==> config.mk <==
export PLATFORM = sky130hd
export DESIGN_NAME = analyzer_scheduler
export DESIGN_NICKNAME = d
export VERILOG_FILES = /design/src/rtl/analyzer_pkg.sv /design/src/rtl/an_watchdog.sv /design/src/rtl/analyzer_scheduler.sv
export SDC_FILE = /design/constraint.sdc
export NUM_CORES = 1
export LEC_CHECK = 0
export CAP_MARGIN = 20
export CORE_MARGIN = 2
export CORE_UTILIZATION = 39
export DETAILED_ROUTE_END_ITERATION = 6
export DONT_BUFFER_PORTS = 1
export PLACE_DENSITY = 0.57
export SETUP_SLACK_MARGIN = 0.1
export SKIP_LAST_GASP = 1
export SLEW_MARGIN = 25
export SYNTH_ARGS = -nofsm -noshare
export SYNTH_HDL_FRONTEND = slang
export SYNTH_SLANG_ARGS = --single-unit
export TNS_END_PERCENT = 1
==> constraint.sdc <==
create_clock -name CLK -period 2.2 [get_ports CLK]
set_input_delay 0.22 -clock CLK [delete_from_list [all_inputs] [get_ports CLK]]
set_output_delay 0.22 -clock CLK [all_outputs]
set_load 0.01 [all_outputs]
==> src/rtl/analyzer_pkg.sv <==
// rtl/analyzer_pkg.sv - shared types, analyzer indices and priority helper for the analyzer scheduler
package analyzer_pkg;

    typedef enum logic [2:0] {
        ST_IDLE,
        ST_LAUNCH,
        ST_SETTLE,
        ST_WAIT,
        ST_NEXT,
        ST_RESULT
    } state_t;

    localparam int AN_FIB    = 0;
    localparam int AN_PRIME  = 1;
    localparam int AN_EVEN   = 2;
    localparam int AN_SQUARE = 3;
    localparam int MAX_AN    = 8;

    // Index of the lowest set bit; 0 when the mask is empty.
    function automatic logic [2:0] lowest_set(input logic [MAX_AN-1:0] mask);
        lowest_set = 3'd0;
        for (int i = MAX_AN - 1; i >= 0; i--) begin
            if (mask[i]) lowest_set = 3'(i);
        end
    endfunction

endpackage

==> src/rtl/an_watchdog.sv <==
// rtl/an_watchdog.sv - saturating per-run watchdog with an expire flag on the last allowed cycle
module an_watchdog #(
    parameter int TIMEOUT = 1024
) (
    input  logic clk,
    input  logic reset,
    input  logic clear,
    input  logic enable,
    output logic expire
);
    localparam int W = $clog2(TIMEOUT) + 1;

    logic [W-1:0] count;

    always_ff @(posedge clk) begin
        if (reset || clear) begin
            count <= '0;
        end else if (enable && (count != '1)) begin
            count <= count + 1'b1;
        end
    end

    assign expire = enable && (count == W'(TIMEOUT - 1));

endmodule

==> src/rtl/analyzer_scheduler.sv <==
// rtl/analyzer_scheduler.sv - runs selected number analyzers one at a time and returns flag/timeout words
module analyzer_scheduler
    import analyzer_pkg::*;
#(
    parameter int NUM_AN  = 4,
    parameter int TIMEOUT = 1024,
    parameter int SETTLE  = 2
) (
    input  logic              CLK,
    input  logic              RESET,
    input  logic              REQ_VALID,
    output logic              REQ_READY,
    input  logic [31:0]       REQ_N,
    input  logic [NUM_AN-1:0] REQ_MASK,
    output logic [31:0]       AN_N,
    output logic [NUM_AN-1:0] AN_RESET,
    input  logic [NUM_AN-1:0] AN_O,
    input  logic [NUM_AN-1:0] AN_DONE,
    output logic              RES_VALID,
    input  logic              RES_READY,
    output logic [NUM_AN-1:0] RES_FLAGS,
    output logic [NUM_AN-1:0] RES_TMO,
    output logic [31:0]       RES_N
);
    localparam int CUR_W = (NUM_AN > 1) ? $clog2(NUM_AN) : 1;
    localparam int SW    = (SETTLE > 1) ? $clog2(SETTLE) : 1;

    state_t              state, next_state;
    logic [NUM_AN-1:0]   mask;
    logic [NUM_AN-1:0]   mask_rest;
    logic [MAX_AN-1:0]   mask_wide;
    logic [2:0]          next_idx;
    logic [CUR_W-1:0]    cur;
    logic [SW-1:0]       settle_cnt;
    logic                expire;
    logic                accept;

    assign accept    = REQ_VALID && REQ_READY && (state == ST_IDLE);
    assign mask_rest = mask & ~(NUM_AN'(1) << cur);
    assign RES_VALID = (state == ST_RESULT);

    // One priority encoder serves both the first pick (from the request) and later picks.
    always_comb begin
        mask_wide = '0;
        mask_wide[NUM_AN-1:0] = (state == ST_IDLE) ? REQ_MASK : mask_rest;
        next_idx = lowest_set(mask_wide);
    end

    always_comb begin
        AN_RESET = '1;
        if ((state == ST_SETTLE) || (state == ST_WAIT)) AN_RESET[cur] = 1'b0;
    end

    an_watchdog #(.TIMEOUT(TIMEOUT)) u_watchdog (
        .clk    (CLK),
        .reset  (RESET),
        .clear  (state != ST_WAIT),
        .enable (state == ST_WAIT),
        .expire (expire)
    );

    always_comb begin
        next_state = state;
        case (state)
            ST_IDLE:   if (accept) next_state = (REQ_MASK == '0) ? ST_RESULT : ST_LAUNCH;
            ST_LAUNCH: next_state = ST_SETTLE;
            ST_SETTLE: if (settle_cnt == SW'(SETTLE - 1)) next_state = ST_WAIT;
            ST_WAIT:   if (AN_DONE[cur] || expire) next_state = ST_NEXT;
            ST_NEXT:   next_state = (mask_rest == '0) ? ST_RESULT : ST_LAUNCH;
            ST_RESULT: if (RES_READY) next_state = ST_IDLE;
            default:   next_state = ST_IDLE;
        endcase
    end

    always_ff @(posedge CLK) begin
        if (RESET) begin
            state      <= ST_IDLE;
            REQ_READY  <= 1'b0;
            AN_N       <= '0;
            RES_N      <= '0;
            RES_FLAGS  <= '0;
            RES_TMO    <= '0;
            mask       <= '0;
            cur        <= '0;
            settle_cnt <= '0;
        end else begin
            state     <= next_state;
            REQ_READY <= (next_state == ST_IDLE);
            case (state)
                ST_IDLE: begin
                    if (accept) begin
                        AN_N      <= REQ_N;
                        RES_N     <= REQ_N;
                        mask      <= REQ_MASK;
                        RES_FLAGS <= '0;
                        RES_TMO   <= '0;
                        cur       <= next_idx[CUR_W-1:0];
                    end
                end
                ST_LAUNCH: settle_cnt <= '0;
                ST_SETTLE: settle_cnt <= settle_cnt + 1'b1;
                ST_WAIT: begin
                    // DONE takes priority over a watchdog expiry in the same cycle.
                    if (AN_DONE[cur]) begin
                        RES_FLAGS[cur] <= AN_O[cur];
                    end else if (expire) begin
                        RES_TMO[cur]   <= 1'b1;
                        RES_FLAGS[cur] <= 1'b0;
                    end
                end
                ST_NEXT: begin
                    mask <= mask_rest;
                    cur  <= next_idx[CUR_W-1:0];
                end
                default: ;
            endcase
        end
    end

endmodule

==> results.md <==
- Max transition margin: 52.48%
- Placer Congestion: 0.8050
- Clk_lat worst skew: 340 ps
- Total GRT Usage: 17.76%
- Number of cells after detailed placement: 426
- Ant. Diodes: 0
- Filler-free cell count of the finished design: 472
- Crit. End Element: register
- Hold_sp: REQ_N[11]
- R2R Setup Slk: 270 ps
- Fillers: 734
- CTS buffer count: 9
- Die height: 91.66 µm
- Vias/cell: 5.294
- Pre-CTS WS: 266.8 ps
- Mapped Nets: 419
- Max Slew Vio Count: 0
- Fraction of registers with async set/reset: 0%
- Worst Hold Class: input pin to register
- Via count: 2,499
- Kind of critical path: register to register
- Worst r2r path cells: 5
- Worst vdd ir: 0.4812 mV
- Status: finished, final reports clean
- # DRC: 0
- Seq/Total Area, Yosys: 41.42%
- Worst EP arrival: 2210 ps
- Drt first pass iters: 4
- Placeable Area: 7331 µm²
- Fin crit share: 87.94%
- Post-DP HPWL: 4721 µm
- Crit path launch type: register
- Number of enable flip-flop cells after synthesis: 0
- Worst-path fanout max: 7
- Critical path's top delay family: simple AND/OR/NAND/NOR gates
- Leak pwr: 1.205 nW
- Seq pwr share: 49.1%
- Reg2reg start: u_watchdog.count[0]
- Pint: 0.001858 W
- Port-buffer cells: 0
- Setup TNS: 0 ps
- Share of cells above drive strength 1: 9.651%
- FP Rows: 31
- Mapped cell area: 2997 µm²
- Syn Area/Cell: 8.099 µm²
- Hold_buf cts: 29
- CP cell instances: ha_1 -> and4_1 -> nand3_1 -> or4_4 -> o2bb2ai_1
- Post CTS Setup Buffer Count: 0
- Most common cell after layout, fill and taps aside: nand2_1
- Initial Util: 40.88%
- Comb pwr share: 11.4%
- First-pass GRT wire length: 11,790 µm
- Min setup slack post-route: 265.3 ps
- Setup violators final: 0
- Final Skew: 9.806 ps
- Period minus WS final: 1935 ps
- # clock sinks: 62
- Max-Cap Viols: 0
- Root Driver: clkbuf_8
- Mapped Cells: 370
- WL per Instance: 15.29 µm
- Main synth FF type: dfxtp_1
- Post-route ant nets: 0
- Reg2reg end: RES_TMO[3]
- Die area: 8401 µm²
- Maximum clock path buffer count: 2
- RSZ-0062 raised after global routing: no
- Worst Hold End: RES_N[11]
- Worst path bufs/invs: 0
- Nets@finish: 417
- Hold Vio Cnt, Final: 0
- Number of distinct library cells after synthesis: 59
- Initial antenna violation count: 0
- Switch Pwr: 0.0007120 W
- Worst Path Required: 2480 ps
- Largest net degree at the start of global routing: 40
- Slew @ Worst Pin: 712.8 ps
- I/O Pins: 126
- Worst path slowest cell: or4_4
- Yosys warning total: 0
- CTS tree: done
- Highest clock rate: 516.9 MHz
- Worst path max stage delay: 530 ps
- Area growth syn-to-layout: 12.48%
- Final global-route overflow total: 0
- Most frequent cells in the layout: nand2_1 (87), dfxtp_1 (62), a21oi_1 (46)
- Fin util: 45.98%
- Sw frac: 27.71%
- Clock transition at path regs: 70 ps
- Worst hold path depth: 2
- Post_cts resized: 0
- Final Routed Wirelength: 7217 µm
- Clk network pwr share: 39.5%
- DIE WIDTH: 91.66 µm
- Vias in the first global route: 2,403
- Final hold slack: 15.02 ps
- PwrDens: 762.3 nW/µm²
- Multi-input gate area: 1400 µm²
- Synth Register Bits: 62
- Iteration-0 DRC Markers: 107
- Max H-tree Level: 3
- Reg area: 1241 µm²
Yosys cell counts, types with 2 or more instances:
master	count	area share, %
dfxtp_1	62	41
nor2_1	19	2.4
nand3_1	7	1.2
and4_1	2	0.58
a211oi_1	3	0.75
mux2i_1	4	1.3
nor2b_1	8	1.7
a31oi_1	3	0.63
a21oi_1	46	7.7
nand2_1	87	11
o2bb2ai_1	4	1.2
nand4_1	6	1.3
clkbuf_1	12	1.5
and2_0	2	0.42
o21ai_1	5	0.83
buf_4	35	8.8
o21ai_0	7	1.2
inv_1	5	0.63
nand2b_1	4	0.83
and2_1	4	0.83
o31ai_1	3	0.75
buf_2	2	0.33
nor3_1	4	0.67
how the worst max path moves through the flow:
stage,startpoint,to,slack (ps),cells past startpoint
final,u_watchdog.count[0],RES_TMO[3],270,5
after global routing,u_watchdog.count[0],RES_TMO[1],110,5
after CTS,u_watchdog.count[0],RES_TMO[3],270,5
after detailed placement,u_watchdog.count[0],RES_TMO[3],270,5
after global placement,u_watchdog.count[0],RES_TMO[2],320,5
after floorplan,u_watchdog.count[0],RES_TMO[3],480,6
through the flow:
step,area (µm²),total power (W)
after floorplan,2997,0.001513
final,3371,0.002570
after CTS,3361,0.002610
after detailed placement,2860,0.001525
after global placement,2860,0.001521
after global routing,3371,0.002709
cell type report:
cell class | count | share of cell area (%)
Sequential cell | 62 | 36.82
Inverter | 6 | 0.6682
Tap cell | 99 | 3.675
Multi-Input combinational cell | 251 | 41.54
Timing Repair Buffer | 38 | 11.36
Clock buffer | 11 | 4.195
Clock inverter | 5 | 1.745
metal layers:
metal	track usage [%]	routed length, µm	vias to the layer above
met5	0	0	-
met4	6.439	70	0
met3	5.670	525	11
met2	27.27	3260	87
met1	23.34	3361	1158
li1	-	-	1243
flip-flops by register name, indices dropped and copies added (netlist names):
signal,count
RES_N,32
u_watchdog.count,11
RES_FLAGS,4
RES_TMO,4
mask,4
state,3
cur,2
REQ_READY,1
settle_cnt,1
cells by family after synthesis:
kind of cell    after synthesis  synth area share (%)
flops                        62                 41.42
fa+ha+maj                     1                0.4175
compound gates               87                 18.66
simple gates                157                 25.26
buf+inv                      57                 11.86
xor+xnor                      1                0.2923
mux                           5                 2.088
power by group through the flow:
stage | clock network (W) | logic [W] | registers, W
final | 0.00101 | 0.000293 | 0.00126
after global routing | 0.00111 | 0.000331 | 0.00127
after CTS | 0.00106 | 0.000290 | 0.00126
after detailed placement | 0 | 0.000235 | 0.00129
after global placement | 0 | 0.000232 | 0.00129
after floorplan | 0 | 0.000261 | 0.00125
Power figures use the tool's default switching activity.
